**src/rtl/counter_seq_ctrl.sv**
```systemverilog
// counter_seq_ctrl: sequencer running a WIDTH-bit up-counter from 0 to a latched limit,
// one-shot or periodic, with pause/abort and a saturating completed-period tally.
module counter_seq_ctrl #(
  parameter int WIDTH  = 4,
  parameter int PCNT_W = 8
) (
  input  logic              clk,
  input  logic              reset,
  input  logic              start,
  input  logic [WIDTH-1:0]  limit,
  input  logic              periodic,
  input  logic              pause,
  input  logic              abort,
  output logic              busy,
  output logic [WIDTH-1:0]  cout,
  output logic              done,
  output logic              err,
  output logic [PCNT_W-1:0] period_cnt
);
  typedef enum logic [1:0] {IDLE, RUN, HOLD} state_t;
  state_t state_q, state_d;
  logic [WIDTH-1:0] cout_q, cout_d, lim_q, lim_d;
  logic [PCNT_W-1:0] pcnt_q, pcnt_d;
  logic per_q, per_d, busy_q, busy_d, done_q, done_d, err_q, err_d;
  always_comb begin
    state_d = state_q;
    cout_d  = cout_q;
    lim_d   = lim_q;
    per_d   = per_q;
    pcnt_d  = pcnt_q;
    err_d   = 1'b0;
    case (state_q)
      IDLE: begin
        if (start && limit != '0) begin
          lim_d   = limit;
          per_d   = periodic;
          cout_d  = '0;
          pcnt_d  = '0;
          state_d = RUN;
        end else if (start) begin
          err_d = 1'b1;
        end
      end
      RUN: begin
        if (abort) begin
          state_d = IDLE;
          cout_d  = '0;
        end else if (cout_q == lim_q) begin
          cout_d  = per_q ? '0 : cout_q;
          state_d = per_q ? RUN : IDLE;
          pcnt_d  = (per_q && !(&pcnt_q)) ? pcnt_q + 1'b1 : pcnt_q;
        end else if (pause) begin
          state_d = HOLD;
        end else begin
          cout_d = cout_q + 1'b1;
        end
      end
      default: begin
        if (abort) begin
          state_d = IDLE;
          cout_d  = '0;
        end else if (!pause) begin
          state_d = RUN;
        end
      end
    endcase
    busy_d = state_d != IDLE;
    // A held count is always below the limit, so only fresh RUN arrivals can hit it
    done_d = state_d == RUN && cout_d == lim_d;
  end
  always_ff @(posedge clk or negedge reset) begin
    if (!reset) begin
      state_q <= IDLE;
      cout_q  <= '0;
      lim_q   <= '0;
      per_q   <= 1'b0;
      pcnt_q  <= '0;
      busy_q  <= 1'b0;
      done_q  <= 1'b0;
      err_q   <= 1'b0;
    end else begin
      state_q <= state_d;
      cout_q  <= cout_d;
      lim_q   <= lim_d;
      per_q   <= per_d;
      pcnt_q  <= pcnt_d;
      busy_q  <= busy_d;
      done_q  <= done_d;
      err_q   <= err_d;
    end
  end
  assign busy       = busy_q;
  assign cout       = cout_q;
  assign done       = done_q;
  assign err        = err_q;
  assign period_cnt = pcnt_q;
endmodule

```
**config.mk**
```make
export PLATFORM = sky130hd
export DESIGN_NAME = counter_seq_ctrl
export DESIGN_NICKNAME = d
export VERILOG_FILES = /design/src/rtl/counter_seq_ctrl.sv
export SDC_FILE = /design/constraint.sdc
export NUM_CORES = 1
export LEC_CHECK = 0
export CELL_PAD_IN_SITES_DETAIL_PLACEMENT = 1
export CELL_PAD_IN_SITES_GLOBAL_PLACEMENT = 1
export CORE_MARGIN = 8
export CORE_UTILIZATION = 41
export CTS_BUF_LIST = sky130_fd_sc_hd__clkbuf_8
export CTS_CLUSTER_DIAMETER = 40
export CTS_CLUSTER_SIZE = 24
export DETAILED_ROUTE_END_ITERATION = 16
export GPL_TIMING_DRIVEN = 0
export MAX_ROUTING_LAYER = met4
export PLACE_DENSITY = 0.89
export SETUP_SLACK_MARGIN = 0.02
export SYNTH_ARGS = -nofsm -noshare
export SYNTH_HDL_FRONTEND = slang
export SYNTH_SLANG_ARGS = --single-unit
```
**constraint.sdc**
```tcl
create_clock -name clk -period 2.55 [get_ports clk]
set_input_delay 0.255 -clock clk [delete_from_list [all_inputs] [get_ports clk]]
set_output_delay 0.255 -clock clk [all_outputs]
set_load 0.01 [all_outputs]
```
# Word level (Yosys, flattened, before mapping)
# Index checks and enable logic that the tools add are counted.
[word_totals]
regBits = 22
in_bits = 10
out_inout_bits = 15
word_cells = 54
[classes]
add_sub_neg = 2
n_eq_ne = 8
mux = 25
n_reduce_logical = 11
[op_table]
columns = ["cell", "n"]
rows = [
  ["2-to-1 mux 4 bit", 8],
  ["2-to-1 mux 8 bit", 4],
  ["one-hot mux 8 bit (2 select lines)", 1],
  ["2-to-1 mux 2 bit", 6],
  ["adder 8 x 1 -> 8 bit, second input constant", 1],
  ["equality test 4 bit", 2],
  ["inequality test 2 bit, second input constant", 4],
  ["one-hot mux 4 bit (2 select lines)", 1],
  ["AND reduction 8 bit", 1],
  ["AND reduction 5 bit", 1],
  ["adder 4 x 1 -> 4 bit, second input constant", 1],
  ["equality test 2 x 1 -> 1 bit, second input constant", 2],
  ["2-to-1 mux 1 bit", 4],
  ["one-hot mux 2 bit (2 select lines)", 1],
  ["nonzero test 2 bit", 2],
  ["nonzero test 4 bit", 1],
  ["logical AND 1 bit", 3],
  ["zero test 2 bit", 1],
  ["AND reduction 2 bit", 1],
  ["zero test 1 bit", 1],
]

# Depth between registers and ports, before layout
# Gate-level depths: netlist of the first run.
[logic_depth]
ltp_word = 7
mapped_depth = 8
mapped_depth_nobuf = 7

# Least setup slack after synthesis of the first run
# Ideal clock, no wire load.
[synth_timing]
kind = "reg2reg"
start = "reg cout_q[2], in the netlist cout[2]"
end = "reg pcnt_q[0], in the netlist period_cnt[0]"
setup_ns = 0.125
arrival_ns = 2.262
required_time_ns = 2.425
setup_slack_ns = 0.164
stages_incl_launch_ff = 8
path_buffers = 2
period_less_slack_ns = 2.386
path_cell_list = "dfrtp_1 clkbuf_1 xor2_1 or4_1 buf_2 o31a_4 nor2_1 mux2_2"
[synth_between]
elab_chain_len = 3
[synth_rtl]
columns = ["item", "line_no", "source"]
rows = [
  ["from (decl)", "22", "logic [WIDTH-1:0] cout_q, cout_d, lim_q, lim_d;"],
  ["from (signal assigned)", "83", "cout_q <= cout_d;"],
  ["equality test 4 bit", "48", "end else if (cout_q == lim_q) begin"],
  ["inequality test 2 bit (no source line)", "--", ""],
  ["AND reduction 5 bit (no source line)", "--", ""],
  ["to (signal assigned)", "86", "pcnt_q <= pcnt_d;"],
  ["to (decl)", "23", "logic [PCNT_W-1:0] pcnt_q, pcnt_d;"],
]
# Every way passes these cells.
# A chain may end at the register's enable or synchronous reset.

# Worst setup path after layout of the first run
[layout_timing]
start = "reg cout_q[1], in the netlist cout[1]"
end = "reg pcnt_q[0], in the netlist period_cnt[0]"
# Same word-level chain as after synthesis.

==> run metrics, run 1 <==
status finished, final reports clean; Post-Synthesis Cells 148; CP Cell Sequence xor2_2 -> or4_1 -> buf_2 -> o31a_4 -> nor2_2 -> mux2_2; PwrDens 833.7 nW/um^2; Die X 74.39 um; Post-Synth XOR/XNOR Area 6.893%; die span in y 74.39 um; Worst setup EP type register; share of synthesized registers carrying an async set or reset 100.0%; fin util 54.08%; Crit Path Max Fanout 7; Max Root-Sink Buffers 2; CTS Buf Count 3; met2 WL 2064 um; Post-Syn Nets 160; Cell Area, Synth 1398 um^2; area grow syn2layout 28.11%; CTS tree done; register area 554.3 um^2; count of nets after finishing 190; mux contribution to synthesized area 4.566%; RSZ-0062 raised after global routing no; top_reg_cell synth dfrtp_1; top cells by area, synth dfrtp_1, xnor2_1, nor2_1; YS warnings 0; fin crit share 93.65%; Lkg Pwr 0.0007091 uW; # clock sinks 22; Tightest Hold Check Type primary input to asynchronous set/reset pin; initial antenna violation count 0; Internal Dissipation 858.7 uW; Final Max Tran Viols 0; GRT overflow 0; EDFF count, synth 0; layout cells sized above 1 13.07%; area of the multi-input gates 839.6 um^2; clock power share 14.3%; Final WS setup 0.1620 ns; I/O pins 25; H-tree Lvls 1; first-pass GRT wire length 6796 um; # setup viols final 0; hold slack final 0.5460 ns; Remaining DRCs 0; met3 wire length 164 um; maximum VDD drop 382.4 uV; Design Power 1493 uW; post-synthesis simple-gate area fraction 27.39%; Sw Pwr 634.0 uW; Core ar. 3311 um^2; DIE AREA 5533 um^2; WP data required 2.70 ns; post-synth cell types 44; clk_skew 0.004858 ns; Initial Util 42.21%; worst slack, placed -0.3362 ns; min Tclk post-route 2.388 ns; switch share 42.47%; slowest stage cell, crit path or4_1; GRT Total Usage 16.61%; max incr delay on CP 0.52 ns; measured slew at the worst slew-check pin 1.009 ns; Hold Buf Count CTS 0; drt initial violations 46; HPWL Detailed 3069 um; routed wire length 4020 um; Reg power frac 34.8%; TritonRoute pass-1 iters 4; synth cell count leaders dfrtp_1, nor2_1, nand2_1; Fill cells 395; share of the synthesized area in the top cell type 39.39%; top sig layer met4; Comb pwr share 50.9%; cell with the most instances after synthesis dfrtp_1; Avg Inst Size Synth 9.443 um^2; clock transition at the registers of the reported paths 0.08 ns; Slew HR 32.55%; fmax 0.4188 GHz; vias in the first global route 1410; drt via density 5.752; pin count of the biggest net entering global routing 23; antenna cells 0; Post-Synth Adder-Cell Area 1.791%; WL/cell 18.11 um; endpoints failing hold 0; clk_lat worst skew 0.26 ns; compound-gate portion of the synthesized area 16.65%; input/output buffers 24; critical setup path kind register to register; Site Rows 21; routability cong. 0.8698; Antenna Nets Post-Route 0; worst path arrival time 2.54 ns; post-synth top area cell dfrtp_1; DRT met1 WL 1685 um; Max-Cap Viols 0; Worst setup SP type register; root buffer cell clkbuf_8; Seq/Total Area, Yosys 39.39%; main combinational cell family by area after synthesis simple AND/OR/NAND/NOR gates; number of synthesized register bits 22; DR vias 1277
==> layer usage <==
| metal | global-route usage [%] | vias up |
|---|---|---|
| li1 | - | 602 |
| met3 | 3.774 | 14 |
| met2 | 27.01 | 34 |
| met4 | 10.65 | 0 |
| met1 | 17.82 | 627 |
| met5 | - | - |
==> cell families after synthesis <==
logic type      Yosys count
compound gates           32
xor+xnor                 11
fa+ha+maj                 2
buf+inv                  12
flops                    22
mux                       6
simple gates             63
==> cells in the final DEF (no fill, tap or decap), types with 3 or more instances in the layout <==
master and n:
dfrtp_1 19, xnor2_1 6, nor4_4 3, nand4_1 3, xor2_1 4, nand2_1 11
inv_1 6, nand3b_1 4, nand3_1 5, a21oi_1 6, o21ai_0 8, clkbuf_8 3
dfrtp_2 3, nor3_1 5, clkdlybuf4s50_1 24, clkbuf_1 3, mux2i_1 3, nor2_1 12
mux2_2 3
==> sequential cells by signal, summed over array words and instances, names as in the netlist <==
name,flops
done,1
state_q,2
period_cnt,8
err,1
busy,1
lim_q,4
per_q,1
cout,4
==> worst max-delay path, delay by kind of cell (launching register included) <==
kind / cells / cell delay (ns)
mux: 1 / 0.35
buf+inv: 1 / 0.18
simple gates: 2 / 0.68
compound gates: 1 / 0.40
xor+xnor: 1 / 0.22
flops: 1 / 0.44
==> final timing paths <==
path,startpoint,to,slack [ns],depth (start not counted)
max,cout[1],period_cnt[0],0.16,6
min,reset,lim_q[3],0.55,1
max reg2reg,cout[1],period_cnt[0],0.16,6
min in group clk,periodic,per_q,0.55,3
min reg2reg,period_cnt[7],period_cnt[7],0.60,2
max in group asynchronous,reset,cout[2],1.33,1
==> final cells by class <==
cell class,instances,area share (%)
inverters,6,1.258
plain buffers,5,1.118
multi-input cells,114,46.89
flip-flops and latches,22,30.96
repair buffers,26,14.26
clock buffers,3,2.306
well taps,46,3.215
==> power by group through the flow <==
stage          combinational, uW  sequential [uW]  clock (uW)
4_1_cts                      732              523         222
3_5_place_dp                 698              528           0
2_1_floorplan                455              518           0
3_3_place_gp                 662              522           0
6_report                     759              519         214
5_1_grt                      839              531         239
==> per-stage QoR <==
step,setup TNS (ns),std cells,instance area (um^2)
2_1_floorplan,0,148,1398
3_3_place_gp,-0.2928,218,1695
3_5_place_dp,-0.3400,218,1695
4_1_cts,0,220,1749
5_1_grt,0,222,1790
6_report,0,222,1790
==> timing repair <==
item	4_1_cts	5_1_grt
gates resized for setup	3	8
pin swaps	0	1
setup endpoints to repair	2	7
setup buffers	0	2
(Power assumes the default switching activity.)
==> run 2, diff against run 1 <==
Settings changed: CORE_MARGIN 8 to 2, CTS_CLUSTER_DIAMETER 40 to default.
==> run 2 against run 1 <==
  * Hold slack worse by 0.0074 ns
  * Critical path depth is 1 higher
  * Wire length is 4.1% lower
  * Die area is 30% lower
  * First-iteration DRC count is 13% lower
  * Via count is 0.94% lower
  * Non-clock buffer count is 1 lower
==> run metrics, run 2 (synthesized netlist as in run 1, its figures left out) <==
die span in y 62.39 um (was 74.39 um); Finished Layout Cells 221 (was 222); origin of the worst min-delay path periodic; clk_lat worst skew 0.27 ns (was 0.26 ns); TritonRoute pass-1 iters 4 (unchanged); Max-Cap Viols 0 (unchanged); routed wire length 3855 um (was 4020 um); DIE AREA 3892 um^2 (was 5533 um^2); placed insts 218 (unchanged); hold endpoint per_q; input/output buffers 24 (unchanged); reg2reg path depth 7 (was 6); Lkg Pwr 0.0007063 uW (was 0.0007091 uW); Remaining DRCs 0 (unchanged); WP data required 2.71 ns (was 2.70 ns); clk_skew 0.003489 ns (was 0.004858 ns); hold path cells 3; measured slew at the worst slew-check pin 1.035 ns (was 1.009 ns); Worst setup SP type register (unchanged); min Tclk post-route 2.430 ns (was 2.388 ns); hold slack final 0.5387 ns (was 0.5460 ns); Fill cells 388 (was 395); Area after DPL 1695 um^2 (unchanged); Final Max Tran Viols 0 (unchanged); routability cong. 0.8594 (was 0.8698); drt initial violations 40 (was 46); I/O pins 25 (unchanged); Max Root-Sink Buffers 2 (unchanged); Crit Path Max Fanout 7 (unchanged); count of nets after finishing 189 (was 190); Slew HR 30.80% (was 32.55%); worst slack, placed -0.3343 ns (was -0.3362 ns); drt via density 5.724 (was 5.752); WL/cell 17.44 um (was 18.11 um); commonest non-fill, non-tap cells in the layout clkdlybuf4s50_1, dfrtp_1, nor2_1 (unchanged); status finished, final reports clean (unchanged); worst path arrival time 2.59 ns (was 2.54 ns); fin crit share 95.29% (was 93.65%); GRT overflow 0 (unchanged); Core ar. 3311 um^2 (unchanged); cell area after layout 1765 um^2 (was 1790 um^2); H-tree Lvls 1 (unchanged); CTS Buf Count 3 (unchanged); vias in the first global route 1368 (was 1410); layout cells sized above 1 11.43% (was 13.07%); fmax 0.4115 GHz (was 0.4188 GHz); reg2reg start cout[0] (was cout[1]); first-pass GRT wire length 6582 um (was 6796 um); Die X 62.39 um (was 74.39 um); root buffer cell clkbuf_8 (unchanged); Tightest Hold Check Type primary input to register (was primary input to asynchronous set/reset pin); setup slack, reg-to-reg 0.12 ns (was 0.16 ns); endpoints failing hold 0 (unchanged); most common cell after layout, fill and taps aside clkdlybuf4s50_1 (unchanged); CTS tree done (unchanged); Initial Util 42.21% (unchanged); HPWL Detailed 2919 um (was 3069 um); antenna cells 0 (unchanged); Worst setup EP type register (unchanged); Hold Buf Count CTS 0 (unchanged); Antenna Nets Post-Route 0 (unchanged); RSZ-0062 raised after global routing no (unchanged); max FFs per register 8 (unchanged); Final WS setup 0.1200 ns (was 0.1620 ns); # clock sinks 22 (unchanged); DR vias 1265 (was 1277); pin count of the biggest net entering global routing 23 (unchanged); maximum VDD drop 305.2 uV (was 382.4 uV); clock transition at the registers of the reported paths 0.08 ns (about the same); critical setup path kind register to register (unchanged); area grow syn2layout 26.32% (was 28.11%); PwrDens 839.3 nW/um^2 (was 833.7 nW/um^2); Site Rows 21 (unchanged); fin util 53.33% (was 54.08%); # setup viols final 0 (unchanged); RR Endpoint period_cnt[7] (was period_cnt[0]); initial antenna violation count 0 (unchanged); GRT Total Usage 21.65% (was 16.61%)
run 2: cell types whose count changed in the layout (fill, tap and decap cells not counted), sizes merged:
| cell | before | now |
|---|---|---|
| buf | 4 | 3 |
run 2: report_power, final:
group	internal, uW	total (uW)	switching [uW]	leakage, uW
combinational	310	740	431	0.000397
sequential	434	520	86.0	0.000288
clock	106	222	116	0.0000216
run 2: final cells by class:
| cell class | instances | area, um^2 | share of cell area (%) |
|---|---|---|---|
| plain buffers | 5 | 21.27 | 1.205 |
| clock buffers | 3 | 41.29 | 2.339 |
| inverters | 6 | 22.52 | 1.276 |
| multi-input cells | 114 | 822.0 | 46.56 |
| flip-flops and latches | 22 | 553.0 | 31.33 |
| well taps | 46 | 57.56 | 3.260 |
| repair buffers | 25 | 247.7 | 14.03 |
run 2: repair_timing:
action	in CTS	in global routing
buffers inserted	0	1
pin swaps	1	1
gates resized for setup	5	6
endpoints found under the setup margin	2	7
run 2: worst max-delay path by stage:
stage,startpoint,endpoint
CTS,cout[1],period_cnt[7]
global route,cout[0],period_cnt[5]
finish,cout[0],period_cnt[7]
floorplan,cout[2],period_cnt[0]
global placement,limit[0],done
detailed placement,start,done
run 2: per-stage QoR:
| stage | TNS (ns) | power, uW |
|---|---|---|
| after floorplan | 0 | 973.4 |
| after global placement | -0.2193 | 1183 |
| after detailed placement | -0.3548 | 1224 |
| after CTS | 0 | 1478 |
| after global routing | 0 | 1580 |
| final | 0 | 1482 |
run 2: critical path, stage by stage (launching register included):
cell	delay [ns]
dfrtp_2	0.47
xor2_1	0.23
or4_1	0.53
buf_2	0.18
o31a_4	0.39
nor4_4	0.31
xnor2_1	0.15
nor2_1	0.05
run 2: per-layer routing:
layer	part of all wire [%]	wire, um	up-vias	global-route usage (%)
met5	0	0	-	-
met4	2.0	76	0	7.222
met3	3.6	138	9	3.423
met2	53	2028	26	38.45
met1	42	1612	627	25.06
li1	-	-	603	-
